[config.mk]
export PLATFORM = sky130hd
export DESIGN_NAME = switch_debouncer
export DESIGN_NICKNAME = d
export VERILOG_FILES = /design/src/rtl/sw_pkg.sv /design/src/rtl/debounce_bit.sv /design/src/rtl/switch_debouncer.sv
export SDC_FILE = /design/constraint.sdc
export NUM_CORES = 1
export LEC_CHECK = 0
export ABC_AREA = 1
export CORE_UTILIZATION = 65
export CTS_CLUSTER_SIZE = 40
export DETAILED_ROUTE_END_ITERATION = 12
export PLACE_DENSITY = 0.84
export SYNTH_ARGS = -nofsm -noshare
export SYNTH_HDL_FRONTEND = slang
export SYNTH_SLANG_ARGS = --single-unit
[constraint.sdc]
create_clock -name clk -period 25.6 [get_ports clk]
set_input_delay 2.56 -clock clk [delete_from_list [all_inputs] [get_ports clk]]
set_output_delay 2.56 -clock clk [all_outputs]
set_load 0.01 [all_outputs]
[src/rtl/sw_pkg.sv]
`default_nettype none
// ============================================================================
// Package     : sw_pkg
// Description : Shared constants for the slide-switch conditioning stage.
//               Holds the board switch width, clock rate and debounce time,
//               plus the short debounce length used in simulation.
// Revision    : 1.0 - initial release
// ============================================================================
package sw_pkg;

    localparam int SW_WIDTH          = 16;
    localparam int CLK_HZ            = 100_000_000;
    localparam int DEBOUNCE_MS       = 10;
    localparam int SIM_STABLE_CYCLES = 4;

    // Number of clk cycles spanning a given number of milliseconds.
    function automatic int ms_to_cycles(input int clk_hz, input int ms);
        return (clk_hz / 1000) * ms;
    endfunction

    localparam int BOARD_STABLE_CYCLES = ms_to_cycles(CLK_HZ, DEBOUNCE_MS);

endpackage : sw_pkg
`default_nettype wire

[src/rtl/debounce_bit.sv]
`default_nettype none
// ============================================================================
// Module      : debounce_bit
// Description : Single-bit switch conditioner. Two-flop synchronizer, a
//               stability counter, the clean output flop and registered
//               one-cycle rise/fall pulses.
// Ports       : clk      - system clock
//               rst      - asynchronous active-high reset
//               raw_i    - raw switch pin, asynchronous to clk
//               clean_o  - debounced switch level
//               rise_o   - one-cycle pulse when clean_o goes 0 -> 1
//               fall_o   - one-cycle pulse when clean_o goes 1 -> 0
// Revision    : 1.0 - initial release
// ============================================================================
module debounce_bit #(
    parameter int STABLE_CYCLES = sw_pkg::SIM_STABLE_CYCLES,
    parameter int CNT_W         = $clog2(STABLE_CYCLES + 1)
) (
    input  logic clk,
    input  logic rst,
    input  logic raw_i,
    output logic clean_o,
    output logic rise_o,
    output logic fall_o
);

    // Terminal count: the toggle happens on the edge that would otherwise
    // advance the counter to STABLE_CYCLES, so the counter never wraps.
    localparam logic [CNT_W-1:0] CNT_LAST = CNT_W'(STABLE_CYCLES - 1);
    localparam logic [CNT_W-1:0] CNT_ONE  = CNT_W'(1);

    logic             s1_q;
    logic             s2_q;
    logic [CNT_W-1:0] cnt_q;
    logic [CNT_W-1:0] cnt_d;
    logic             clean_q;
    logic             clean_d;
    logic             rise_q;
    logic             rise_d;
    logic             fall_q;
    logic             fall_d;

    always_comb begin
        cnt_d   = cnt_q;
        clean_d = clean_q;
        rise_d  = 1'b0;
        fall_d  = 1'b0;
        if (s2_q == clean_q) begin
            // Any return to the clean level discards progress (glitch).
            cnt_d = '0;
        end else if (cnt_q == CNT_LAST) begin
            cnt_d   = '0;
            clean_d = ~clean_q;
            // Pulses are registered alongside clean_q so they line up
            // with the first cycle the new clean value is visible.
            rise_d  = ~clean_q;
            fall_d  = clean_q;
        end else begin
            cnt_d = cnt_q + CNT_ONE;
        end
    end

    always_ff @(posedge clk or posedge rst) begin
        if (rst) begin
            s1_q    <= 1'b0;
            s2_q    <= 1'b0;
            cnt_q   <= '0;
            clean_q <= 1'b0;
            rise_q  <= 1'b0;
            fall_q  <= 1'b0;
        end else begin
            s1_q    <= raw_i;
            s2_q    <= s1_q;
            cnt_q   <= cnt_d;
            clean_q <= clean_d;
            rise_q  <= rise_d;
            fall_q  <= fall_d;
        end
    end

    assign clean_o = clean_q;
    assign rise_o  = rise_q;
    assign fall_o  = fall_q;

endmodule : debounce_bit
`default_nettype wire

[src/rtl/switch_debouncer.sv]
`default_nettype none
// ============================================================================
// Module      : switch_debouncer
// Description : Conditions the board slide switches: synchronizes and
//               debounces every bit independently and provides per-bit
//               one-cycle rise/fall pulses for downstream sequential logic.
// Ports       : clk       - system clock (100 MHz on board)
//               rst       - asynchronous active-high reset
//               SW_raw    - raw switch pins, asynchronous to clk
//               SW_clean  - debounced, registered switch word
//               SW_rise   - per-bit one-cycle pulse on clean 0 -> 1
//               SW_fall   - per-bit one-cycle pulse on clean 1 -> 0
// Revision    : 1.0 - initial release
// ============================================================================
module switch_debouncer
    import sw_pkg::*;
#(
    parameter int WIDTH         = SW_WIDTH,
    parameter int STABLE_CYCLES = BOARD_STABLE_CYCLES,
    parameter int CNT_W         = $clog2(STABLE_CYCLES + 1)
) (
    input  logic             clk,
    input  logic             rst,
    input  logic [WIDTH-1:0] SW_raw,
    output logic [WIDTH-1:0] SW_clean,
    output logic [WIDTH-1:0] SW_rise,
    output logic [WIDTH-1:0] SW_fall
);

    // Bits share nothing but clock and reset.
    for (genvar i = 0; i < WIDTH; i++) begin : g_bit
        debounce_bit #(
            .STABLE_CYCLES (STABLE_CYCLES),
            .CNT_W         (CNT_W)
        ) u_debounce_bit (
            .clk     (clk),
            .rst     (rst),
            .raw_i   (SW_raw[i]),
            .clean_o (SW_clean[i]),
            .rise_o  (SW_rise[i]),
            .fall_o  (SW_fall[i])
        );
    end : g_bit

endmodule : switch_debouncer
`default_nettype wire

# == Word level (Yosys, flattened, before mapping) ==
# Cells that the tools add are included.
# W data, S select, Z words.
# totals
register_bits,400
input_bits,18
# classes
add_sub_neg,16
eq_ne,32
n_mux,96
bitwise,32
n_reduce_logical,16
# op_table
op,n
$mux W20,32
$add A20 B1 Y20 const B,16
$eq A20 B20 Y1 const B,16
$mux W1,64
$not A1 Y1,32
$reduce_and A2 Y1,16
$eq A1 B1 Y1,16

# == Longest topological paths before layout ==
# Gate-level depths: netlist (run 1).
# depth
word_depth,3
depth_mapped,9
depth_no_buf,9

# == Cells and area by module ==
# A second synthesis (run 1) with hierarchy kept.
# unflattened
cells_unflattened,2592
area_unflattened_um2,21320.4
# by_module_without_submodules
module,n_inst,cells_per_inst,area_per_inst_um2,seq_area_each_um2
debounce_bit,16,162,1332.5,625.6

# == Worst setup path after synthesis (run 1) ==
# OpenSTA, ideal clock, no wires.
# synth_timing
path_kind,register to output
from,register g_bit[0].u_debounce_bit.clean_q
to,output SW_clean[0]
arrival_time_ns,0.520
required_time_ns,23.040
slack_ns,22.520
stages_incl_launch_ff,2
path_cell_list,dfrtp_1 > buf_4
# synth_lines
element,line_no,text
from (decl),debounce_bit.sv:36,logic clean_q;
from (signal assigned),debounce_bit.sv:75,clean_q <= clean_d;
to (decl),switch_debouncer.sv:25,"output logic [WIDTH-1:0] SW_clean,"
# No word-level cell between the ends.

==> results_dict.tcl, run 1 <==
set metrics [dict create \
    final_layout_size_suffix_gt1_share_pct 6.806 \
    path_class "in -> async" \
    cts.repair.resized 0 \
    track_usage_pct 26.87 \
    synthesis.nets 2681 \
    antenna_found_initial 0 \
    drt_wl_total_microns 42080 \
    max_slew_margin_pct 33.07 \
    grt_overflow 0 \
    yosys_warnings 0 \
    finalCritPeriodShare_pct 18.91 \
    dieArea_sq_um 32780 \
    drc 0 \
    cts_hold_buf 0 \
    hold_class "reg -> reg" \
    start_util_pct 66.03 \
    numCtsBuffers 43 \
    worstPathMaxFanout 146 \
    avgSynthCellArea_sq_um 7.872 \
    fillCellCount 2347 \
    h-tree-depth 2 \
    yosys_register_bits 400 \
    final_common_cell "nor2_1" \
    coreArea_sq_um 31560 \
    clock_path_buffers 3 \
    first_pass_iters 6 \
    wl_per_cell_microns 13.42 \
    rsz0062_at_grt "false" \
    final.setup.tns_ns 0 \
    status "finished clean" \
    arrival_ns 5.41 \
    hold_viol_final 0 \
    p_per_area_nw_per_um2 60.42 \
    placed_area_sq_um 21610 \
    ys_types 32 \
    cts-root-buf "clkbuf_16" \
    seqCellArea_sq_um 10010 \
    via_per_inst 5.429 \
    required_ns 26.17 \
    skew_ns 0.01661 \
    place_hpwl_microns 28710 \
    rows 65 \
    tritoncts "built" \
    power.leakage_nw 9.832 \
    max_cap_viol_count 0 \
    cts.sinks 400 \
    antenna_cells 0 \
    synth_area_sq_um 20840 \
    worst_pin_slew_ns 1.000 \
    final_cell_mix "nor2_1 (729), nand2_1 (458), dfrtp_1 (400)" \
    nNetsFinal 2734 \
    grt_pass1_wl_microns 74490 \
    place_congestion 0.9251 \
    post_cts_buffers 0 \
    drtIter0Drc 1258 \
    clkTransAtPathRegs_ns 0.06 \
    synth_cells 2647 \
    post-route-cell-area_sq_um 23290 \
    cp-end-kind "asynchronous set/reset pin" \
    via_count 17020 \
    clk_latency_ns 0.55 \
    grt_pass1_vias 16590 \
    fp.dieW_microns 181.0 \
    ant_nets 0 \
    finalSetupViolCount 0 \
    grt_max_degree 147 \
    io_buffers 65 \
    ios 66 \
    multi_input_area_sq_um 9533 \
    startpoint_type "input pin" \
    yosysSeqAreaShare_pct 48.04 \
    layout_min_cycle_time_ns 4.841 \
    synthToLayoutAreaGrowth_pct 11.78 \
    slew_violations 0 \
    maxClockFrequency_mhz 206.6 \
    die_h_microns 181.0 \
    ir_drop_mv 0.06567 \
]
-- where the power goes --
part / internal (mW) / leakage, nW / switching (mW) / total [mW]
Sequential: 0.641 / 5.48 / 0.00697 / 0.648
Combinational: 0.0113 / 3.55 / 0.0304 / 0.0418
Clock: 0.467 / 0.806 / 0.250 / 0.718
-- critical path, cell delays in order --
cell and delay, ns:
clkdlybuf4s50_1 0.49, inv_8 0.71, buf_4 0.74, buf_4 0.76
-- final cells by class --
| class | instances | share of cell area [%] |
|---|---|---|
| clock inverter | 20 | 1.773 |
| sequential | 400 | 42.98 |
| multi-input combinational | 1953 | 40.93 |
| timing repair buffer | 69 | 2.922 |
| clock buffer | 58 | 5.431 |
| inverter | 233 | 3.809 |
| tap | 402 | 2.160 |
-- cell usage after synthesis, drive strengths merged --
master  number  share of area [%]
nand4       34                1.0
o21bai      10               0.36
clkinv       1              0.042
o21ai       28               0.67
clkbuf       9               0.16
inv        232                4.2
ha          16               0.96
buf         52                1.8
xor2       103                4.3
dfrtp      400                 48
a21oi       40                1.0
nand2      477                8.9
nand3      293                7.6
nor2       787                 15
xnor2       59                2.5
or2          5               0.15
nand3b      12               0.43
nor3        67                1.8
and2         4               0.12
nor3b       18               0.67
-- final timing paths --
check,end,cells past startpoint,start,slack (ns)
worst max register to register,g_bit[1].u_debounce_bit.cnt_q[9],6,g_bit[1].u_debounce_bit.clean_o,23.58
worst min register to register,g_bit[7].u_debounce_bit.s2_q,0,g_bit[7].u_debounce_bit.s1_q,0.34
max in group clk,SW_clean[1],1,g_bit[1].u_debounce_bit.clean_o,21.49
worst min-delay path,g_bit[7].u_debounce_bit.s2_q,0,g_bit[7].u_debounce_bit.s1_q,0.34
worst max-delay path,g_bit[1].u_debounce_bit.fall_o,4,rst,20.76
min in group asynchronous,g_bit[11].u_debounce_bit.s2_q,2,rst,2.66
-- per-stage QoR --
stage          hold slack, ns  power (mW)  instances  util, %  setup WS, ns
2_1_floorplan          0.3312      0.6882       2647        -         11.92
6_report               0.3419       1.407       3135    73.81         20.76
5_1_grt                0.3504       1.456       3135    73.81         20.21
3_3_place_gp           0.3321      0.6992       3057    68.49         20.10
4_1_cts                0.3469       1.423       3135    73.81         20.62
3_5_place_dp           0.3378      0.7020       3057    68.49         20.07
-- kinds of logic (layout without fill, tap and decap cells) --
logic type,Yosys count,count (layout),synth area share [%]
and+or+nand+nor,1697,1697,35.93
DFF,400,400,48.04
buffers and inverters,294,380,6.209
xor gates and xnor gates,162,162,6.810
AOI/OAI and AO/OA,78,78,2.048
adders and majority gates,16,16,0.9608
-- sequential cells by signal (all words and copies together) (netlist names) --
| signal | count |
|---|---|
| g_bit.u_debounce_bit.clean_o | 16 |
| g_bit.u_debounce_bit.cnt_q | 320 |
| g_bit.u_debounce_bit.fall_o | 16 |
| g_bit.u_debounce_bit.rise_o | 16 |
| g_bit.u_debounce_bit.s1_q | 16 |
| g_bit.u_debounce_bit.s2_q | 16 |
-- routing by layer --
metal / global-route usage, % / part of all wire, %
met3: 3.709 / 4.9
met1: 36.00 / 44
met2: 45.68 / 49
met5: 0 / 0
met4: 8.102 / 2.1
No activity file was read; power rests on OpenSTA's default activity.
==> run 2, diff against run 1 <==
--- a/config.mk
+++ b/config.mk
@@ -6,10 +6,10 @@
 export NUM_CORES = 1
 export LEC_CHECK = 0
 export ABC_AREA = 1
-export CORE_UTILIZATION = 65
+export CORE_UTILIZATION = 62
 export CTS_CLUSTER_SIZE = 40
 export DETAILED_ROUTE_END_ITERATION = 12
-export PLACE_DENSITY = 0.84
+export PLACE_DENSITY = 0.8
 export SYNTH_ARGS = -nofsm -noshare
 export SYNTH_HDL_FRONTEND = slang
 export SYNTH_SLANG_ARGS = --single-unit
==> constraint.sdc (replaced) <==
create_clock -name clk -period 4.9 [get_ports clk]
set_input_delay 0.49 -clock clk [delete_from_list [all_inputs] [get_ports clk]]
set_output_delay 0.49 -clock clk [all_outputs]
set_load 0.01 [all_outputs]
==> results_dict.tcl, run 2 (synthesized netlist as in run 1, its figures left out) <==
set metrics [dict create \
    status "finished clean" \
    rows 66 \
    max_slew_margin_pct 36.50 \
    cpMaxStageDelayCell "clkdlybuf4s50_1" \
    hold_class "reg -> reg" \
    antenna_found_initial 0 \
    ant_nets 0 \
    antenna_cells 0 \
    startpoint_type "register" \
    nNetsFinal 2735 \
    max_cap_viol_count 0 \
    die_h_microns 185.3 \
    slew_violations 0 \
    crit_buf_inv 1 \
    h-tree-depth 2 \
    numCtsBuffers 43 \
    layout_min_cycle_time_ns 2.016 \
    worst_pin_slew_ns 0.9490 \
    instances_no_fill 3177 \
    crit_chain "clkdlybuf4s50_1" \
    path_class "reg -> out" \
    grt_overflow 0 \
    drtIter0Drc 972 \
    largest_reg_flops 320 \
    clock_path_buffers 3 \
    fp.dieW_microns 185.3 \
    hold_start "g_bit[8].u_debounce_bit.s1_q" \
    grt_pass1_wl_microns 71130 \
    regMostFlops "g_bit.u_debounce_bit.cnt_q" \
    cp-end-kind "output pin" \
    start_util_pct 63.56 \
    hold_end "g_bit[8].u_debounce_bit.s2_q" \
    cts-root-buf "clkbuf_16" \
    ir_drop_mv 0.3780 \
    cts_hold_buf 0 \
    r2r_cells 6 \
    placed_area_sq_um 21700 \
    place_hpwl_microns 28060 \
    rsz0062_at_grt "false" \
    arrival_ns 1.53 \
    final_layout_size_suffix_gt1_share_pct 6.910 \
    power.leakage_nw 9.775 \
    io_buffers 65 \
    required_ns 4.41 \
    critPathMaxStageDelay_ns 0.57 \
    r2r_start "g_bit[6].u_debounce_bit.clean_o" \
    skew_ns 0.01764 \
    tritoncts "built" \
    via_per_inst 5.264 \
    drt_wl_total_microns 39970 \
    via_count 16720 \
    clkTransAtPathRegs_ns 0.06 \
    drc 0 \
    maxClockFrequency_mhz 496.1 \
    clk_latency_ns 0.55 \
    crit_family "buffers and inverters" \
    critPathLaunch "g_bit[2].u_debounce_bit.clean_o" \
    min_path_cells 0 \
    wl_per_cell_microns 12.58 \
    worstPathMaxFanout 4 \
    grt_max_degree 130 \
    final_common_cell "nor2_1" \
    ios 66 \
    dieArea_sq_um 34340 \
    finalSetupViolCount 0 \
    coreArea_sq_um 32780 \
    cts.sinks 400 \
    first_pass_iters 6 \
    post_cts_buffers 0 \
    cts.repair.resized 0 \
    r2r_slack_ns 2.92 \
    track_usage_pct 24.75 \
    power_mw 6.936 \
    hold_viol_final 0 \
    finalCritPeriodShare_pct 41.14 \
    fillCellCount 2558 \
    post-route-cell-area_sq_um 23190 \
    synthToLayoutAreaGrowth_pct 11.29 \
    seqCellArea_sq_um 10010 \
    grt_pass1_vias 16170 \
    p_per_area_nw_per_um2 299.1 \
    place_congestion 0.9119 \
    multi_input_area_sq_um 9533 \
    final_cell_mix "nor2_1 (729), nand2_1 (458), dfrtp_1 (400)" \
    r2r-end "g_bit[6].u_debounce_bit.cnt_q[18]" \
    dp_cells 3098 \
]
## run 2: cell types whose count changed in the layout (fill, tap and decap cells not counted)
| cell | before | now |
|---|---|---|
| buf_12 | 0 | 3 |
| clkinv_2 | 3 | 12 |
| clkbuf_1 | 4 | 3 |
| inv_6 | 0 | 3 |
| clkinvlp_4 | 5 | 4 |
| bufinv_16 | 12 | 5 |
| buf_4 | 4 | 2 |
| clkbuf_8 | 9 | 10 |
| inv_8 | 1 | 0 |
| clkbuf_16 | 45 | 43 |
## run 2: layout make-up
cell class / instances / share of cell area, %
Multi-Input combinational cell: 1953 / 41.11
Sequential cell: 400 / 43.17
Tap cell: 442 / 2.385
Timing Repair Buffer: 70 / 3.130
Clock inverter: 23 / 1.117
Clock buffer: 56 / 5.282
Inverter: 233 / 3.809
## run 2: per-layer routing
layer	global-route usage, %	wire, microns	part of all wire [%]	vias up
li1	-	-	-	8451
met1	32.50	17910	45	7844
met2	42.68	19680	49	365
met3	3.421	1628	4.1	64
met4	7.107	756	1.9	0
met5	0	0	0	-
## run 2: worst max path at each step
stage,to,depth (start not counted)
floorplan,g_bit[0].u_debounce_bit.clean_o,1
global placement,g_bit[13].u_debounce_bit.rise_o,3
detailed placement,g_bit[13].u_debounce_bit.cnt_q[16],3
CTS,SW_clean[2],1
global route,g_bit[0].u_debounce_bit.cnt_q[5],6
finish,SW_clean[2],1
## run 2: power breakdown
part | leakage (nW) | internal [mW] | switching, mW | total, mW
logic | 3.56 | 0.0627 | 0.156 | 0.218
registers | 5.48 | 3.35 | 0.0356 | 3.38
clock network | 0.737 | 2.03 | 1.30 | 3.33
total | 9.78 | 5.44 | 1.49 | 6.94
## run 2: metrics by stage
stage                     hold WS (ns)  setup WS, ns  setup TNS, ns  util (%)
after floorplan                 0.3312       -0.9758        -390.31         -
after global placement          0.3315         2.773              0     66.20
after detailed placement        0.3355         2.755              0     66.20
after CTS                       0.3488         2.863              0     70.73
after global routing            0.3551         2.721              0     70.73
final                           0.3478         2.884              0     70.73
==> run 3, diff against run 2 <==
--- a/config.mk
+++ b/config.mk
@@ -6,10 +6,10 @@
 export NUM_CORES = 1
 export LEC_CHECK = 0
 export ABC_AREA = 1
-export CORE_UTILIZATION = 62
+export CORE_UTILIZATION = 56
 export CTS_CLUSTER_SIZE = 40
 export DETAILED_ROUTE_END_ITERATION = 12
-export PLACE_DENSITY = 0.8
+export PLACE_DENSITY = 0.77
 export SYNTH_ARGS = -nofsm -noshare
 export SYNTH_HDL_FRONTEND = slang
 export SYNTH_SLANG_ARGS = --single-unit
==> constraint.sdc (replaced) <==
create_clock -name clk -period 1.8 [get_ports clk]
set_input_delay 0.18 -clock clk [delete_from_list [all_inputs] [get_ports clk]]
set_output_delay 0.18 -clock clk [all_outputs]
set_load 0.01 [all_outputs]
==> results_dict.tcl, run 3 (synthesized netlist as in run 1, its figures left out) <==
set metrics [dict create \
    max_cap_viol_count 0 \
    hold_class "in -> reg" \
    grt_pass1_vias 16320 \
    instances_no_fill 3229 \
    dp_cells 3152 \
    post_cts_buffers 0 \
    die_h_microns 194.9 \
    final_cell_mix "nor2_1 (729), nand2_1 (458), dfrtp_1 (400)" \
    cts_hold_buf 0 \
    worstPathMaxFanout 4 \
    fp.dieW_microns 194.9 \
    path_class "reg -> out" \
    track_usage_pct 22.24 \
    finalSetupViolCount 0 \
    grt_max_degree 71 \
    startpoint_type "register" \
    clkTransAtPathRegs_ns 0.06 \
    hold_viol_final 0 \
    maxClockFrequency_mhz 588.4 \
    fin_ws_ns 0.1004 \
    cts-root-buf "clkbuf_16" \
    rsz0062_at_grt "false" \
    fin_hold_ws_ns 0.05607 \
    cpMaxStageDelayCell "clkdlybuf4s50_1" \
    drtIter0Drc 949 \
    p_per_area_nw_per_um2 818.7 \
    grt_pass1_wl_microns 72060 \
    wl_per_cell_microns 12.71 \
    dieArea_sq_um 37980 \
    clk_latency_ns 0.56 \
    power.leakage_nw 9.980 \
    io_buffers 65 \
    required_ns 1.62 \
    grt_overflow 0 \
    arrival_ns 1.52 \
    place_congestion 0.9432 \
    regMostFlops "g_bit.u_debounce_bit.cnt_q" \
    critPathMaxStageDelay_ns 0.57 \
    antenna_cells 0 \
    ios 66 \
    cp-end-kind "output pin" \
    cts.sinks 400 \
    fin_util_pct 64.37 \
    crit_family "buffers and inverters" \
    synthToLayoutAreaGrowth_pct 13.10 \
    clock_path_buffers 3 \
    skew_ns 0.01503 \
    crit_chain "clkdlybuf4s50_1" \
    worst_pin_slew_ns 0.3711 \
    drt_wl_total_microns 41040 \
    rows 70 \
    final_layout_size_suffix_gt1_share_pct 7.678 \
    first_pass_iters 7 \
    via_count 16800 \
    antenna_found_initial 0 \
    status "finished clean" \
    via_per_inst 5.203 \
    coreArea_sq_um 36610 \
    layout_min_cycle_time_ns 1.700 \
    final_common_cell "nor2_1" \
    dp_slack_ns 0.2450 \
    slew_violations 0 \
    start_util_pct 56.91 \
    drc 0 \
    ir_drop_mv 0.5616 \
    place_hpwl_microns 29530 \
    max_slew_margin_pct 75.26 \
    h-tree-depth 2 \
    crit_buf_inv 1 \
    finalCritPeriodShare_pct 94.42 \
    nNetsFinal 2763 \
    largest_reg_flops 320 \
    numCtsBuffers 43 \
    tritoncts "built" \
    ant_nets 0 \
]
-- run 3: changes by cell type in the layout (fill, tap and decap cells not counted) --
cell	previous run	this run
buf_12	3	9
buf_4	2	24
bufinv_16	5	6
clkbuf_1	3	6
clkbuf_16	43	45
clkbuf_8	10	12
clkdlybuf4s50_1	65	64
clkinv_2	12	6
clkinv_4	1	2
clkinvlp_4	4	2
dlymetal6s2s_1	0	1
inv_6	3	0
-- run 3: layout make-up --
| class | instances | area (sq um) |
|---|---|---|
| well taps | 468 | 585.6 |
| multi-input cells | 1953 | 9533 |
| clock buffers | 63 | 1314 |
| inverters | 233 | 883.3 |
| fillers | 3090 | 13050 |
| repair buffers | 98 | 1013 |
| clock inverters | 14 | 226.5 |
| flip-flops and latches | 400 | 10010 |
-- run 3: per-layer routing --
| layer | up-vias | share of wire (%) | track usage (%) | wire (microns) |
|---|---|---|---|---|
| met5 | - | 0 | 0 | 0 |
| met4 | 0 | 2.5 | 8.370 | 1040 |
| met3 | 73 | 4.2 | 3.175 | 1735 |
| met2 | 357 | 47 | 37.13 | 19380 |
| met1 | 7865 | 46 | 29.45 | 18880 |
| li1 | 8507 | - | - | - |
-- run 3: path summary, 6_finish.rpt --
kind,start,end,slack [ns],depth (start not counted)
max,g_bit[12].u_debounce_bit.clean_o,SW_clean[12],0.10,1
min,SW_raw[3],g_bit[3].u_debounce_bit.s1_q,0.06,1
max reg2reg,g_bit[9].u_debounce_bit.cnt_q[0],g_bit[9].u_debounce_bit.cnt_q[1],0.22,8
min reg2reg,g_bit[5].u_debounce_bit.s1_q,g_bit[5].u_debounce_bit.s2_q,0.35,0
max in group asynchronous,rst,g_bit[11].u_debounce_bit.cnt_q[12],1.20,4
min in group asynchronous,rst,g_bit[1].u_debounce_bit.rise_o,0.10,3
-- run 3: report_power, final --
| group | leakage, nW | total [mW] | switching, mW | internal (mW) |
|---|---|---|---|---|
| Clock | 0.760 | 9.43 | 3.53 | 5.90 |
| Sequential | 5.48 | 9.21 | 0.0945 | 9.12 |
| Combinational | 3.74 | 0.650 | 0.429 | 0.221 |
-- run 3: through the flow --
stage / TNS [ns] / cell area, sq um / power, mW
2_1_floorplan: -1506.31 / 20840 / 9.791
3_3_place_gp: 0 / 22020 / 10.01
3_5_place_dp: 0 / 22020 / 10.04
4_1_cts: 0 / 23560 / 19.58
5_1_grt: 0 / 23570 / 19.98
6_report: 0 / 23570 / 19.29
-- run 3: worst reg2reg max path, delay by kind of cell, from the launching register on --
kind / cells / cell delay [ns]
AO/OA/AOI/OAI: 1 / 0.24
AND/OR/NAND/NOR: 5 / 0.50
adder cells (fa/ha/maj): 1 / 0.25
flip-flops: 1 / 0.41
buffers and inverters: 1 / 0.11
-- run 3: repair_timing --
action                                  4_1_cts  5_1_grt
resized for setup                             0        1
endpoints found under the setup margin        0        1
endpoints found under the hold margin         0        0
